<file path="src/rtl/uart_rx_pkg.sv">
// Shared constants for the UART-to-AXI4-Stream receive path.
// Optional timestamp output is enabled by defining UART_RX_TIMESTAMP_EN.
package uart_rx_pkg;

  typedef logic [2:0] rx_state_t;

  localparam rx_state_t ST_IDLE  = 3'd0;
  localparam rx_state_t ST_START = 3'd1;
  localparam rx_state_t ST_DATA  = 3'd2;
  localparam rx_state_t ST_STOP  = 3'd3;
  localparam rx_state_t ST_BREAK = 3'd4;

  localparam int unsigned TS_PULSE_CYCLES = 64;

  // Rounded-to-nearest clock cycles per UART bit.
  function automatic int unsigned clks_per_bit(input int unsigned clk_hz,
                                               input int unsigned baud);
    return (clk_hz + baud / 2) / baud;
  endfunction

endpackage

</file>
<file path="src/rtl/sync_fifo_fwft.sv">
// First-word-fall-through FIFO with a registered read-data output.
// The head register counts as one of the DEPTH slots, so capacity is exactly DEPTH.
module sync_fifo_fwft #(
  parameter int unsigned WIDTH = 8,
  parameter int unsigned DEPTH = 8
) (
  input  logic             i_clk,
  input  logic             i_rst_n,
  input  logic             i_wr_en,
  input  logic [WIDTH-1:0] i_wr_data,
  input  logic             i_rd_en,
  output logic [WIDTH-1:0] o_rd_data,
  output logic             o_full,
  output logic             o_empty
);

  localparam int unsigned PTR_W = $clog2(DEPTH);
  localparam int unsigned CNT_W = PTR_W + 1;

  logic [WIDTH-1:0] r_mem [DEPTH];
  logic [PTR_W-1:0] r_wr_ptr;
  logic [PTR_W-1:0] r_rd_ptr;
  logic [CNT_W-1:0] r_count;
  logic [WIDTH-1:0] r_dout;

  logic             w_rd;
  logic             w_wr;
  logic [PTR_W-1:0] w_rd_ptr_nxt;
  logic [CNT_W-1:0] w_remain;
  logic [WIDTH-1:0] w_head_nxt;

  assign o_full    = (r_count == CNT_W'(DEPTH));
  assign o_empty   = (r_count == '0);
  assign o_rd_data = r_dout;

  // A pop frees a slot in the same cycle, so a push while full is accepted.
  assign w_rd         = i_rd_en && !o_empty;
  assign w_wr         = i_wr_en && (!o_full || w_rd);
  assign w_rd_ptr_nxt = r_rd_ptr + PTR_W'(w_rd);
  assign w_remain     = r_count - CNT_W'(w_rd);

  always_comb begin
    w_head_nxt = r_mem[w_rd_ptr_nxt];
    if (w_remain == '0) begin
      w_head_nxt = i_wr_data;
    end
  end

  always_ff @(posedge i_clk or negedge i_rst_n) begin
    if (!i_rst_n) begin
      r_wr_ptr <= '0;
      r_rd_ptr <= '0;
      r_count  <= '0;
      r_dout   <= '0;
    end else begin
      if (w_wr) begin
        r_wr_ptr <= r_wr_ptr + 1'b1;
      end
      r_rd_ptr <= w_rd_ptr_nxt;
      r_count  <= w_remain + CNT_W'(w_wr);
      if (w_remain != '0 || w_wr) begin
        r_dout <= w_head_nxt;
      end
    end
  end

  always_ff @(posedge i_clk) begin
    if (w_wr) begin
      r_mem[r_wr_ptr] <= i_wr_data;
    end
  end

endmodule

</file>
<file path="src/rtl/uart_axis_frame_rx.sv">
// UART receiver that packs bytes little-endian into AXI4-Stream beats with per-frame tlast.
// Define UART_RX_TIMESTAMP_EN to add the ts_pin_n energy-measurement pulse output.
module uart_axis_frame_rx
  import uart_rx_pkg::*;
#(
  parameter int unsigned CLK_HZ         = 100000000,
  parameter int unsigned BAUD           = 115200,
  parameter int unsigned BYTES_PER_WORD = 2,
  parameter int unsigned FRAME_WORDS    = 16,
  parameter int unsigned FIFO_DEPTH     = 8
) (
  input  logic                        sys_clock,
  input  logic                        reset,
  input  logic                        uart_rxd,
  output logic [8*BYTES_PER_WORD-1:0] m_axis_tdata,
  output logic                        m_axis_tvalid,
  input  logic                        m_axis_tready,
  output logic                        m_axis_tlast,
  output logic                        frame_err,
  output logic                        overflow,
  input  logic                        clear_err
`ifdef UART_RX_TIMESTAMP_EN
  ,
  output logic                        ts_pin_n
`endif
);

  localparam int unsigned CPB    = clks_per_bit(CLK_HZ, BAUD);
  localparam int unsigned DIV_W  = $clog2(CPB + 1);
  localparam int unsigned WORD_W = 8 * BYTES_PER_WORD;
  localparam int unsigned IDX_W  = (BYTES_PER_WORD > 1) ? $clog2(BYTES_PER_WORD) : 1;
  localparam int unsigned CNT_W  = (FRAME_WORDS > 1) ? $clog2(FRAME_WORDS) : 1;

  localparam logic [DIV_W-1:0] HALF_BIT    = DIV_W'(CPB / 2);
  localparam logic [DIV_W-1:0] FULL_BIT_M1 = DIV_W'(CPB - 1);

  logic [1:0]        r_sync;
  logic              r_rx_prev;
  rx_state_t         r_state;
  logic [DIV_W-1:0]  r_div;
  logic [2:0]        r_bit_cnt;
  logic [7:0]        r_shift;
  logic [WORD_W-1:0] r_word;
  logic [IDX_W-1:0]  r_byte_idx;
  logic [CNT_W-1:0]  r_word_cnt;
  logic              r_push;
  logic [WORD_W:0]   r_push_data;
  logic              r_frame_err;
  logic              r_overflow;

  logic              w_rx;
  logic              w_fall;
  logic              w_tick;
  logic              w_byte_ok;
  logic              w_byte_err;
  logic              w_word_last;
  logic              w_frame_last;
  logic [WORD_W-1:0] w_word_next;
  logic              w_full;
  logic              w_empty;
  logic              w_pop;
  logic              w_drop;
  logic [WORD_W:0]   w_fifo_dout;

  assign w_rx       = r_sync[1];
  assign w_fall     = r_rx_prev & ~w_rx;
  assign w_tick     = (r_div == '0);
  assign w_byte_ok  = (r_state == ST_STOP) && w_tick && w_rx;
  assign w_byte_err = (r_state == ST_STOP) && w_tick && !w_rx;

  always_ff @(posedge sys_clock or negedge reset) begin
    if (!reset) begin
      r_sync    <= 2'b11;
      r_rx_prev <= 1'b1;
    end else begin
      r_sync    <= {r_sync[0], uart_rxd};
      r_rx_prev <= w_rx;
    end
  end

  always_ff @(posedge sys_clock or negedge reset) begin
    if (!reset) begin
      r_state   <= ST_IDLE;
      r_div     <= '0;
      r_bit_cnt <= '0;
      r_shift   <= '0;
    end else begin
      case (r_state)
        ST_IDLE: begin
          if (w_fall) begin
            r_state <= ST_START;
            r_div   <= HALF_BIT;
          end
        end
        ST_START: begin
          if (!w_tick) begin
            r_div <= r_div - 1'b1;
          end else if (w_rx) begin
            r_state <= ST_IDLE;
          end else begin
            r_state   <= ST_DATA;
            r_div     <= FULL_BIT_M1;
            r_bit_cnt <= '0;
          end
        end
        ST_DATA: begin
          if (!w_tick) begin
            r_div <= r_div - 1'b1;
          end else begin
            r_shift <= {w_rx, r_shift[7:1]};
            r_div   <= FULL_BIT_M1;
            if (r_bit_cnt == 3'd7) begin
              r_state <= ST_STOP;
            end else begin
              r_bit_cnt <= r_bit_cnt + 3'd1;
            end
          end
        end
        ST_STOP: begin
          if (!w_tick) begin
            r_div <= r_div - 1'b1;
          end else begin
            r_state <= w_rx ? ST_IDLE : ST_BREAK;
          end
        end
        ST_BREAK: begin
          if (w_rx) begin
            r_state <= ST_IDLE;
          end
        end
        default: r_state <= ST_IDLE;
      endcase
    end
  end

  always_comb begin
    w_word_next = r_word;
    w_word_next[8*r_byte_idx +: 8] = r_shift;
  end

  assign w_word_last  = (r_byte_idx == IDX_W'(BYTES_PER_WORD - 1));
  assign w_frame_last = (r_word_cnt == CNT_W'(FRAME_WORDS - 1));

  // A framing error drops the partial word but leaves frame alignment untouched.
  always_ff @(posedge sys_clock or negedge reset) begin
    if (!reset) begin
      r_word      <= '0;
      r_byte_idx  <= '0;
      r_word_cnt  <= '0;
      r_push      <= 1'b0;
      r_push_data <= '0;
    end else begin
      r_push <= 1'b0;
      if (w_byte_err) begin
        r_byte_idx <= '0;
      end else if (w_byte_ok) begin
        r_word <= w_word_next;
        if (w_word_last) begin
          r_push      <= 1'b1;
          r_push_data <= {w_frame_last, w_word_next};
          r_byte_idx  <= '0;
          r_word_cnt  <= w_frame_last ? '0 : r_word_cnt + 1'b1;
        end else begin
          r_byte_idx <= r_byte_idx + 1'b1;
        end
      end
    end
  end

  assign w_pop  = !w_empty && m_axis_tready;
  assign w_drop = r_push && w_full && !w_pop;

  always_ff @(posedge sys_clock or negedge reset) begin
    if (!reset) begin
      r_frame_err <= 1'b0;
      r_overflow  <= 1'b0;
    end else begin
      if (w_byte_err) begin
        r_frame_err <= 1'b1;
      end else if (clear_err) begin
        r_frame_err <= 1'b0;
      end
      if (w_drop) begin
        r_overflow <= 1'b1;
      end else if (clear_err) begin
        r_overflow <= 1'b0;
      end
    end
  end

  sync_fifo_fwft #(
    .WIDTH (WORD_W + 1),
    .DEPTH (FIFO_DEPTH)
  ) u_fifo (
    .i_clk     (sys_clock),
    .i_rst_n   (reset),
    .i_wr_en   (r_push),
    .i_wr_data (r_push_data),
    .i_rd_en   (m_axis_tready),
    .o_rd_data (w_fifo_dout),
    .o_full    (w_full),
    .o_empty   (w_empty)
  );

  assign m_axis_tvalid = !w_empty;
  assign m_axis_tlast  = w_fifo_dout[WORD_W];
  assign m_axis_tdata  = w_fifo_dout[WORD_W-1:0];
  assign frame_err     = r_frame_err;
  assign overflow      = r_overflow;

`ifdef UART_RX_TIMESTAMP_EN
  localparam int unsigned TS_W = $clog2(TS_PULSE_CYCLES + 1);

  logic [TS_W-1:0] r_ts_cnt;

  // Pin stays low while the count is non-zero; a new tlast restarts the pulse.
  always_ff @(posedge sys_clock or negedge reset) begin
    if (!reset) begin
      r_ts_cnt <= '0;
    end else if (w_pop && m_axis_tlast) begin
      r_ts_cnt <= TS_W'(TS_PULSE_CYCLES);
    end else if (r_ts_cnt != '0) begin
      r_ts_cnt <= r_ts_cnt - 1'b1;
    end
  end

  assign ts_pin_n = (r_ts_cnt == '0);
`endif

endmodule

</file>
<file path="config.mk">
export PLATFORM = sky130hd
export DESIGN_NAME = uart_axis_frame_rx
export DESIGN_NICKNAME = d
export VERILOG_FILES = /design/src/rtl/uart_rx_pkg.sv /design/src/rtl/sync_fifo_fwft.sv /design/src/rtl/uart_axis_frame_rx.sv
export SDC_FILE = /design/constraint.sdc
export NUM_CORES = 1
export LEC_CHECK = 0
export ABC_AREA = 1
export CORE_AREA = 2 2 164 134
export DETAILED_ROUTE_END_ITERATION = 8
export DIE_AREA = 0 0 166 136
export GPL_ROUTABILITY_DRIVEN = 0
export PLACE_DENSITY = 0.66
export REMOVE_ABC_BUFFERS = 1
export SETUP_SLACK_MARGIN = 0.3
export SYNTH_ARGS = -nofsm -noshare
export SYNTH_HDL_FRONTEND = slang
export SYNTH_SLANG_ARGS = --single-unit
</file>
<file path="constraint.sdc">
create_clock -name sys_clock -period 3.3 [get_ports sys_clock]
set_clock_uncertainty 0.15 [all_clocks]
set_input_delay 0.99 -clock sys_clock [delete_from_list [all_inputs] [get_ports sys_clock]]
set_output_delay 0.99 -clock sys_clock [all_outputs]
set_load 0.005 [all_outputs]
</file>
==> qor.txt, run 1 <==
Setup Crit Path Kind -> flop to output port
total power -> 10300 uW
Yosys cell types -> 41
n_diodes -> 0
unrepaired setup endpoints after global routing -> false
CP required -> 2160 ps
Final Cycle Share -> 0.862
final setup fails -> 0
Worst path slowest cell -> clkdlybuf4s50_1
DRT iter0 DRCs -> 665
CP startpoint kind -> flop
CTS Sinks -> 224
post-synthesis cell count -> 1109
fmax -> 352 MHz
Avg Synthesized Cell Area -> 9.29 um^2
yosys warns -> 0
TritonCTS clock tree -> built
Slew HR -> 0.437
Worst-path clk slew -> 60 ps
delay of the slowest critical-path stage -> 460 ps
Final nets -> 1180
router iterations before antenna repair -> 5
total number of vias -> 7265
largest net degree at the start of global routing -> 62
largest area contributor in the netlist -> edfxtp_1
Max VDD drop -> 580 uV
WL per Instance -> 15.8 um
die area -> 22600 um^2
type of the most critical hold path -> flop to flop
Pwr Density -> 859 nW/um^2
CP endpoint kind -> output port
final hold viol count -> 0
CTS buffer count -> 24
fraction of layout cells with a size suffix above 1 -> 0.0982
first-pass GRT wire length -> 36.8 mm
post-synth top area share -> 0.396
Design Area, Final -> 12000 um^2
Area Overhead vs Synth -> 16.0%
Core Region -> 21100 um^2
H-tree Lvls -> 1
GRT Overall Usage -> 0.207
Slew Limit Fails -> 0
synth top area cells -> edfxtp_1 (40%), dfrtp_1 (21%), nand2_1 (14%)
dpl hpwl -> 14.8 mm
CP max FO -> 5
leak pwr -> 0.00564 uW
fin crit period -> 2840 ps
CP Cell Sequence -> nor2_2 > nand3_1 > clkdlybuf4s50_1
setup bufs post-CTS -> 0
Via density -> 4.99
vias in the first global route -> 6732
hold_ws -> 205 ps
Crit path arrival time -> 1700 ps
Synth Register Bits -> 224
Initial Utilization -> 0.489
CTS resizes -> 0
Boundary Pins -> 25
Die X -> 166 um
Least-Margin Pin Slew -> 843 ps
Setup TNS Final -> 0 ps
Seq/Total Area, Yosys -> 0.610
remaining global-route overflow -> 0
Cell Area, Synth -> 10300 um^2
Clock Latency Late Sink -> 510 ps
Post-DP Area -> 11100 um^2
die height -> 136 um
# port buffers -> 24
outcome -> complete, no violations
post-route ant nets -> 0
Rows -> 48
DRC -> 0
Routed WL -> 23.0 mm
max cap viols -> 0
root buffer cell -> clkbuf_16
Max clock buf depth -> 3
initial antenna violation count -> 0
hold buffer count at CTS -> 0
==> path summary, 6_finish.rpt <==
kind,from,endpoint,slack [ps],depth (start not counted)
worst min register to register,r_sync[0],r_sync[1],210,0
worst min-delay path,r_sync[0],r_sync[1],210,0
min in group asynchronous,reset,u_fifo.o_rd_data[11],300,1
worst max register to register,u_fifo.r_count[2],u_fifo.o_rd_data[13],750,12
worst max-delay path,u_fifo.r_count[2],m_axis_tvalid,460,3
max in group asynchronous,reset,r_sync[0],1970,2
==> per-layer routing <==
metal / vias up / GRT usage / routed length, um
met5: - / 0 / 0
met4: 0 / 0.0570 / 529
met3: 42 / 0.0274 / 1450
met2: 206 / 0.335 / 10400
met1: 3387 / 0.297 / 10600
li1: 3630 / - / -
==> layout make-up <==
cell class                      count  area [um^2]
Clock buffer                       37          734
Clock inverter                      7         91.3
Fill cell                        1856         9130
Inverter                          180          678
Multi-Input combinational cell    667         3120
Sequential cell                   224         6290
Tap cell                          275          344
Timing Repair Buffer               66          691
==> cell usage after synthesis (all sizes together) <==
master  number
clkinv       2
dfrtp       85
inv        178
buf         20
xnor2        2
or2          2
o21bai       1
xor2         7
clkbuf      18
edfxtp     136
nand3b       3
o22ai        1
a31oi        1
ha          12
nor3         2
nand2      395
a21boi       2
a21oi        3
o21ai       49
nor2        44
dfstp        3
nand4        4
nand3      139
==> report_power, final <==
| group | switching, uW | internal [uW] |
|---|---|---|
| clock | 1070 | 1690 |
| combinational | 2500 | 1610 |
| sequential | 196 | 3200 |
| total | 3760 | 6510 |
==> per-stage QoR <==
step                      cells   util  setup slack, ps
after floorplan            1071      -             -628
after CTS                  1456  0.567              435
after global routing       1456  0.567              348
after global placement     1412  0.528             75.5
after detailed placement   1412  0.528             5.47
final                      1456  0.567              456
==> logic make-up after synthesis <==
group,synth area share
and+or+nand+nor,0.250
xor gates and xnor gates,0.00911
AOI/OAI and AO/OA,0.0287
buffers and inverters,0.0868
DFF,0.610
adders and majority gates,0.0146
==> critical path, delay by kind of cell, from the launching register on <==
family | cells | cell delay, ps
DFF | 1 | 400
and+or+nand+nor | 2 | 340
buffers and inverters | 1 | 460
==> cell usage in the layout (no fill, tap or decap), types with 2 or more instances in the layout <==
master,count
nand2_1,387
inv_1,172
nand3_1,136
edfxtp_1,136
dfrtp_1,85
o21ai_0,37
nor2_1,33
buf_4,32
clkbuf_16,28
clkdlybuf4s50_1,23
o21ai_1,12
ha_1,11
buf_12,11
clkbuf_1,9
nand2_2,7
nor2_4,7
xor2_1,6
inv_2,5
nand3b_1,3
a21oi_1,3
dfstp_2,3
nor2_2,2
inv_4,2
or2_2,2
nand3_4,2
nor2_8,2
clkinv_1,2
nor3_1,2
nand4_1,2
clkinv_2,2
clkinvlp_4,2
bufinv_16,2
==> sequential cells by signal (all words and copies together) (netlist names), 2 cells and up <==
register / cells
r_div: 10
r_word_cnt: 4
u_fifo.r_wr_ptr: 3
r_shift: 8
r_sync: 2
u_fifo.o_rd_data: 17
r_bit_cnt: 3
r_word: 9
u_fifo.r_count: 4
r_push_data: 17
u_fifo.r_mem: 136
r_state: 3
u_fifo.r_rd_ptr: 3
Note: power is estimated with default switching activity, not from simulation.
==> run 2, diff against run 1 <==
--- a/config.mk
+++ b/config.mk
@@ -7,6 +7,7 @@
 export LEC_CHECK = 0
 export ABC_AREA = 1
 export CORE_AREA = 2 2 164 134
+export CTS_BUF_LIST = sky130_fd_sc_hd__clkbuf_2 sky130_fd_sc_hd__clkbuf_4 sky130_fd_sc_hd__clkbuf_8
 export DETAILED_ROUTE_END_ITERATION = 8
 export DIE_AREA = 0 0 166 136
 export GPL_ROUTABILITY_DRIVEN = 0
==> qor.txt, run 2 (synthesized netlist as in run 1, its figures left out) <==
outcome -> complete, no violations
total number of vias -> 7328
post-layout worst setup margin -> 440 ps
vias in the first global route -> 6841
reg2reg start -> u_fifo.r_count[2]
router iterations before antenna repair -> 5
type of the most critical hold path -> flop to flop
fin crit period -> 2860 ps
final setup fails -> 0
die area -> 22600 um^2
fmax -> 350 MHz
Hold Path Depth -> 0
Max clock buf depth -> 3
max cap viols -> 0
Final Cycle Share -> 0.867
CP endpoint kind -> output port
Core Region -> 21100 um^2
# port buffers -> 24
Initial Utilization -> 0.489
Crit path buffers/inverters -> 1
hold buffer count at CTS -> 0
delay-heaviest family, CP -> buffers and inverters
Rows -> 48
Die X -> 166 um
CP max FO -> 5
CP Cell Sequence -> nor2_2 > nand3_1 > clkdlybuf4s50_1
CP required -> 2160 ps
WL per Instance -> 15.7 um
H-tree Lvls -> 2
most frequent cells in the layout -> nand2_1 (387), inv_1 (172), nand3_1 (136), edfxtp_1 (136), dfrtp_1 (85)
Crit path arrival time -> 1720 ps
Least-Margin Pin Slew -> 843 ps
largest net degree at the start of global routing -> 62
unrepaired setup endpoints after global routing -> false
Top reg by flops -> u_fifo.r_mem
leak pwr -> 0.00567 uW
fraction of layout cells with a size suffix above 1 -> 0.121
dpl hpwl -> 14.8 mm
setup bufs post-CTS -> 0
Placed Cells -> 1412
Multi-input gate area -> 3120 um^2
Final nets -> 1194
delay of the slowest critical-path stage -> 460 ps
most common cell after layout, fill and taps aside -> nand2_1
die height -> 136 um
CP startpoint kind -> flop
post-route ant nets -> 0
Area Overhead vs Synth -> 15.7%
Largest register FFs -> 136
CTS resizes -> 0
Fillers -> 1883
Slew HR -> 0.437
Routed WL -> 23.2 mm
root buffer cell -> clkbuf_8
Boundary Pins -> 25
Pwr Density -> 843 nW/um^2
worst reg2reg endpoint -> u_fifo.o_rd_data[6]
fin cells -> 1480
dpl ws -> 5.47 ps
Worst path slowest cell -> clkdlybuf4s50_1
Via density -> 4.95
Worst-path clk slew -> 60 ps
CTS buffer count -> 38
GRT Overall Usage -> 0.211
n_diodes -> 0
first-pass GRT wire length -> 37.2 mm
initial antenna violation count -> 0
Max VDD drop -> 612 uV
reg-to-reg setup timing slack -> 800 ps
CP Depth -> 3
worst r2r path cells -> 12
Sequential Area -> 6290 um^2
TritonCTS clock tree -> built
hold_sp -> r_sync[0]
final hold viol count -> 0
Clock Latency Late Sink -> 530 ps
Setup Crit Path Kind -> flop to output port
remaining global-route overflow -> 0
Hold EP -> r_sync[1]
DRC -> 0
DRT iter0 DRCs -> 645
CTS Sinks -> 224
Slew Limit Fails -> 0
[run 2: area by class of cell]
class,instances,share of cell area
multi-input combinational,667,0.262
inverter,180,0.0569
tap,275,0.0289
sequential,224,0.528
clock buffer,62,0.0643
timing repair buffer,66,0.0580
clock inverter,6,0.00220
[run 2: worst max-delay path by stage]
stage / startpoint / slack [ps] / to
floorplan: m_axis_tready / -630 / u_fifo.o_rd_data[0]
global placement: m_axis_tready / 80 / u_fifo.o_rd_data[5]
detailed placement: m_axis_tready / 5 / u_fifo.o_rd_data[13]
CTS: u_fifo.r_count[2] / 400 / m_axis_tvalid
global route: u_fifo.r_count[2] / 360 / m_axis_tvalid
finish: u_fifo.r_count[2] / 440 / m_axis_tvalid
[run 2: where the power goes]
group	internal [uW]	switching, uW	total (uW)
sequential	3200	197	3400
clock	1460	1080	2550
combinational	1610	2490	4100
[run 2: per-layer routing]
layer,wire length (um),up-vias,global-route usage
met2,10400,206,0.333
met3,1410,51,0.0352
met1,10800,3406,0.300
li1,-,3665,-
met4,546,0,0.0720
met5,0,-,0
[run 2: through the flow]
step | power [uW] | setup TNS [ps] | hold slack (ps) | area [um^2] | utilization
global route | 10800 | 0 | 213 | 11900 | 0.565
finish | 10000 | 0 | 206 | 11900 | 0.565
floorplan | 5930 | -10630 | 195 | 10100 | -
global placement | 7490 | 0 | 196 | 11100 | 0.528
detailed placement | 7550 | 0 | 198 | 11100 | 0.528
CTS | 10100 | 0 | 206 | 11900 | 0.565
==> run 3, diff against run 2 <==
--- a/config.mk
+++ b/config.mk
@@ -6,14 +6,13 @@
 export NUM_CORES = 1
 export LEC_CHECK = 0
 export ABC_AREA = 1
-export CORE_AREA = 2 2 164 134
+export CORE_AREA = 2 2 147 149
 export CTS_BUF_LIST = sky130_fd_sc_hd__clkbuf_2 sky130_fd_sc_hd__clkbuf_4 sky130_fd_sc_hd__clkbuf_8
 export DETAILED_ROUTE_END_ITERATION = 8
-export DIE_AREA = 0 0 166 136
+export DIE_AREA = 0 0 149 151
 export GPL_ROUTABILITY_DRIVEN = 0
 export PLACE_DENSITY = 0.66
 export REMOVE_ABC_BUFFERS = 1
-export SETUP_SLACK_MARGIN = 0.3
 export SYNTH_ARGS = -nofsm -noshare
 export SYNTH_HDL_FRONTEND = slang
 export SYNTH_SLANG_ARGS = --single-unit
==> qor.txt, run 3 (synthesized netlist as in run 1, its figures left out) <==
outcome -> complete, no violations
CTS Sinks -> 224
hold buffer count at CTS -> 0
most frequent cells in the layout -> nand2_1 (387), inv_1 (172), nand3_1 (136), edfxtp_1 (136), dfrtp_1 (85)
root buffer cell -> clkbuf_8
Pwr Density -> 850 nW/um^2
Routed WL -> 22.6 mm
Largest register FFs -> 136
DRT iter0 DRCs -> 455
fin crit period -> 2840 ps
H-tree Lvls -> 2
CP max FO -> 5
leak pwr -> 0.00565 uW
Least-Margin Pin Slew -> 803 ps
reg-to-reg setup timing slack -> 840 ps
setup bufs post-CTS -> 0
Hold Path Depth -> 0
first-pass GRT wire length -> 36.6 mm
Worst-path clk slew -> 60 ps
Via density -> 4.93
Slew HR -> 0.464
Setup Crit Path Kind -> flop to output port
dpl ws -> -70.2 ps
fraction of layout cells with a size suffix above 1 -> 0.114
router iterations before antenna repair -> 5
vias in the first global route -> 6969
# port buffers -> 24
Final Cycle Share -> 0.862
dpl hpwl -> 14.0 mm
Final nets -> 1183
unrepaired setup endpoints after global routing -> false
TritonCTS clock tree -> built
die area -> 22500 um^2
fmax -> 352 MHz
n_diodes -> 0
total number of vias -> 7255
remaining global-route overflow -> 0
Die X -> 149 um
CTS resizes -> 0
Placed Cells -> 1401
Boundary Pins -> 25
max cap viols -> 0
Max clock buf depth -> 3
WL per Instance -> 15.4 um
die height -> 151 um
final hold viol count -> 0
Area Overhead vs Synth -> 15.8%
Rows -> 53
post-layout worst setup margin -> 456 ps
fin cells -> 1471
Core Region -> 20800 um^2
most common cell after layout, fill and taps aside -> nand2_1
worst r2r path cells -> 12
CP endpoint kind -> output port
CP startpoint kind -> flop
Clock Latency Late Sink -> 530 ps
final setup fails -> 0
post-route ant nets -> 0
DRC -> 0
Slew Limit Fails -> 0
GRT Overall Usage -> 0.210
CP required -> 2160 ps
initial antenna violation count -> 0
Top reg by flops -> u_fifo.r_mem
Max VDD drop -> 575 uV
largest net degree at the start of global routing -> 50
CTS buffer count -> 38
Initial Utilization -> 0.495
type of the most critical hold path -> flop to flop
Crit path arrival time -> 1700 ps
-- run 3: changes by cell type in the layout (fill, tap and decap cells not counted), sizes merged --
cell,delta
buf,-11
bufinv,+3
clkbuf,-5
clkinv,+4
-- run 3: worst paths after layout --
kind	startpoint	end
setup / recovery	u_fifo.r_count[2]	m_axis_tvalid
hold / removal	r_sync[0]	r_sync[1]
setup reg to reg	u_fifo.r_count[2]	u_fifo.o_rd_data[1]
hold reg to reg	r_sync[0]	r_sync[1]
max in group asynchronous	reset	r_sync[0]
min in group asynchronous	reset	u_fifo.o_rd_data[0]
-- run 3: worst max-delay path, cell delays in order, from the launching register on --
cell and delay [ps]:
dfrtp_1 400, nor2_2 230, nand3_1 110, clkdlybuf4s50_1 450
-- run 3: final cells by class --
type                            count  area (um^2)
Fill cell                        1831         8890
Tap cell                          275          344
Inverter                          180          678
Multi-Input combinational cell    667         3120
Sequential cell                   224         6290
Clock buffer                       57          716
Clock inverter                     13          135
Timing Repair Buffer               55          646
-- run 3: per-layer routing --
metal / GRT usage / wire [um] / vias up / share of wire
met5: 0 / 0 / - / 0
met4: 0.0571 / 335 / 0 / 0.015
met3: 0.0370 / 1390 / 29 / 0.061
li1: - / - / 3638 / -
met2: 0.361 / 11100 / 188 / 0.49
met1: 0.276 / 9770 / 3400 / 0.43
-- run 3: stage by stage --
step / utilization / TNS (ps) / total power, uW / hold slack, ps / cell area [um^2]
final: 0.573 / 0 / 10100 / 208 / 11900
after global routing: 0.573 / 0 / 10900 / 211 / 11900
after CTS: 0.573 / 0 / 10200 / 204 / 11900
after detailed placement: 0.532 / -777 / 7480 / 199 / 11100
after global placement: 0.532 / 0 / 7400 / 197 / 11100
after floorplan: - / -10630 / 5930 / 195 / 10100
-- run 3: report_power, final --
group	total [uW]	internal [uW]	leakage [uW]	switching, uW
combinational	4020	1570	0.00266	2450
clock	2730	1630	0.000453	1100
sequential	3390	3200	0.00254	189
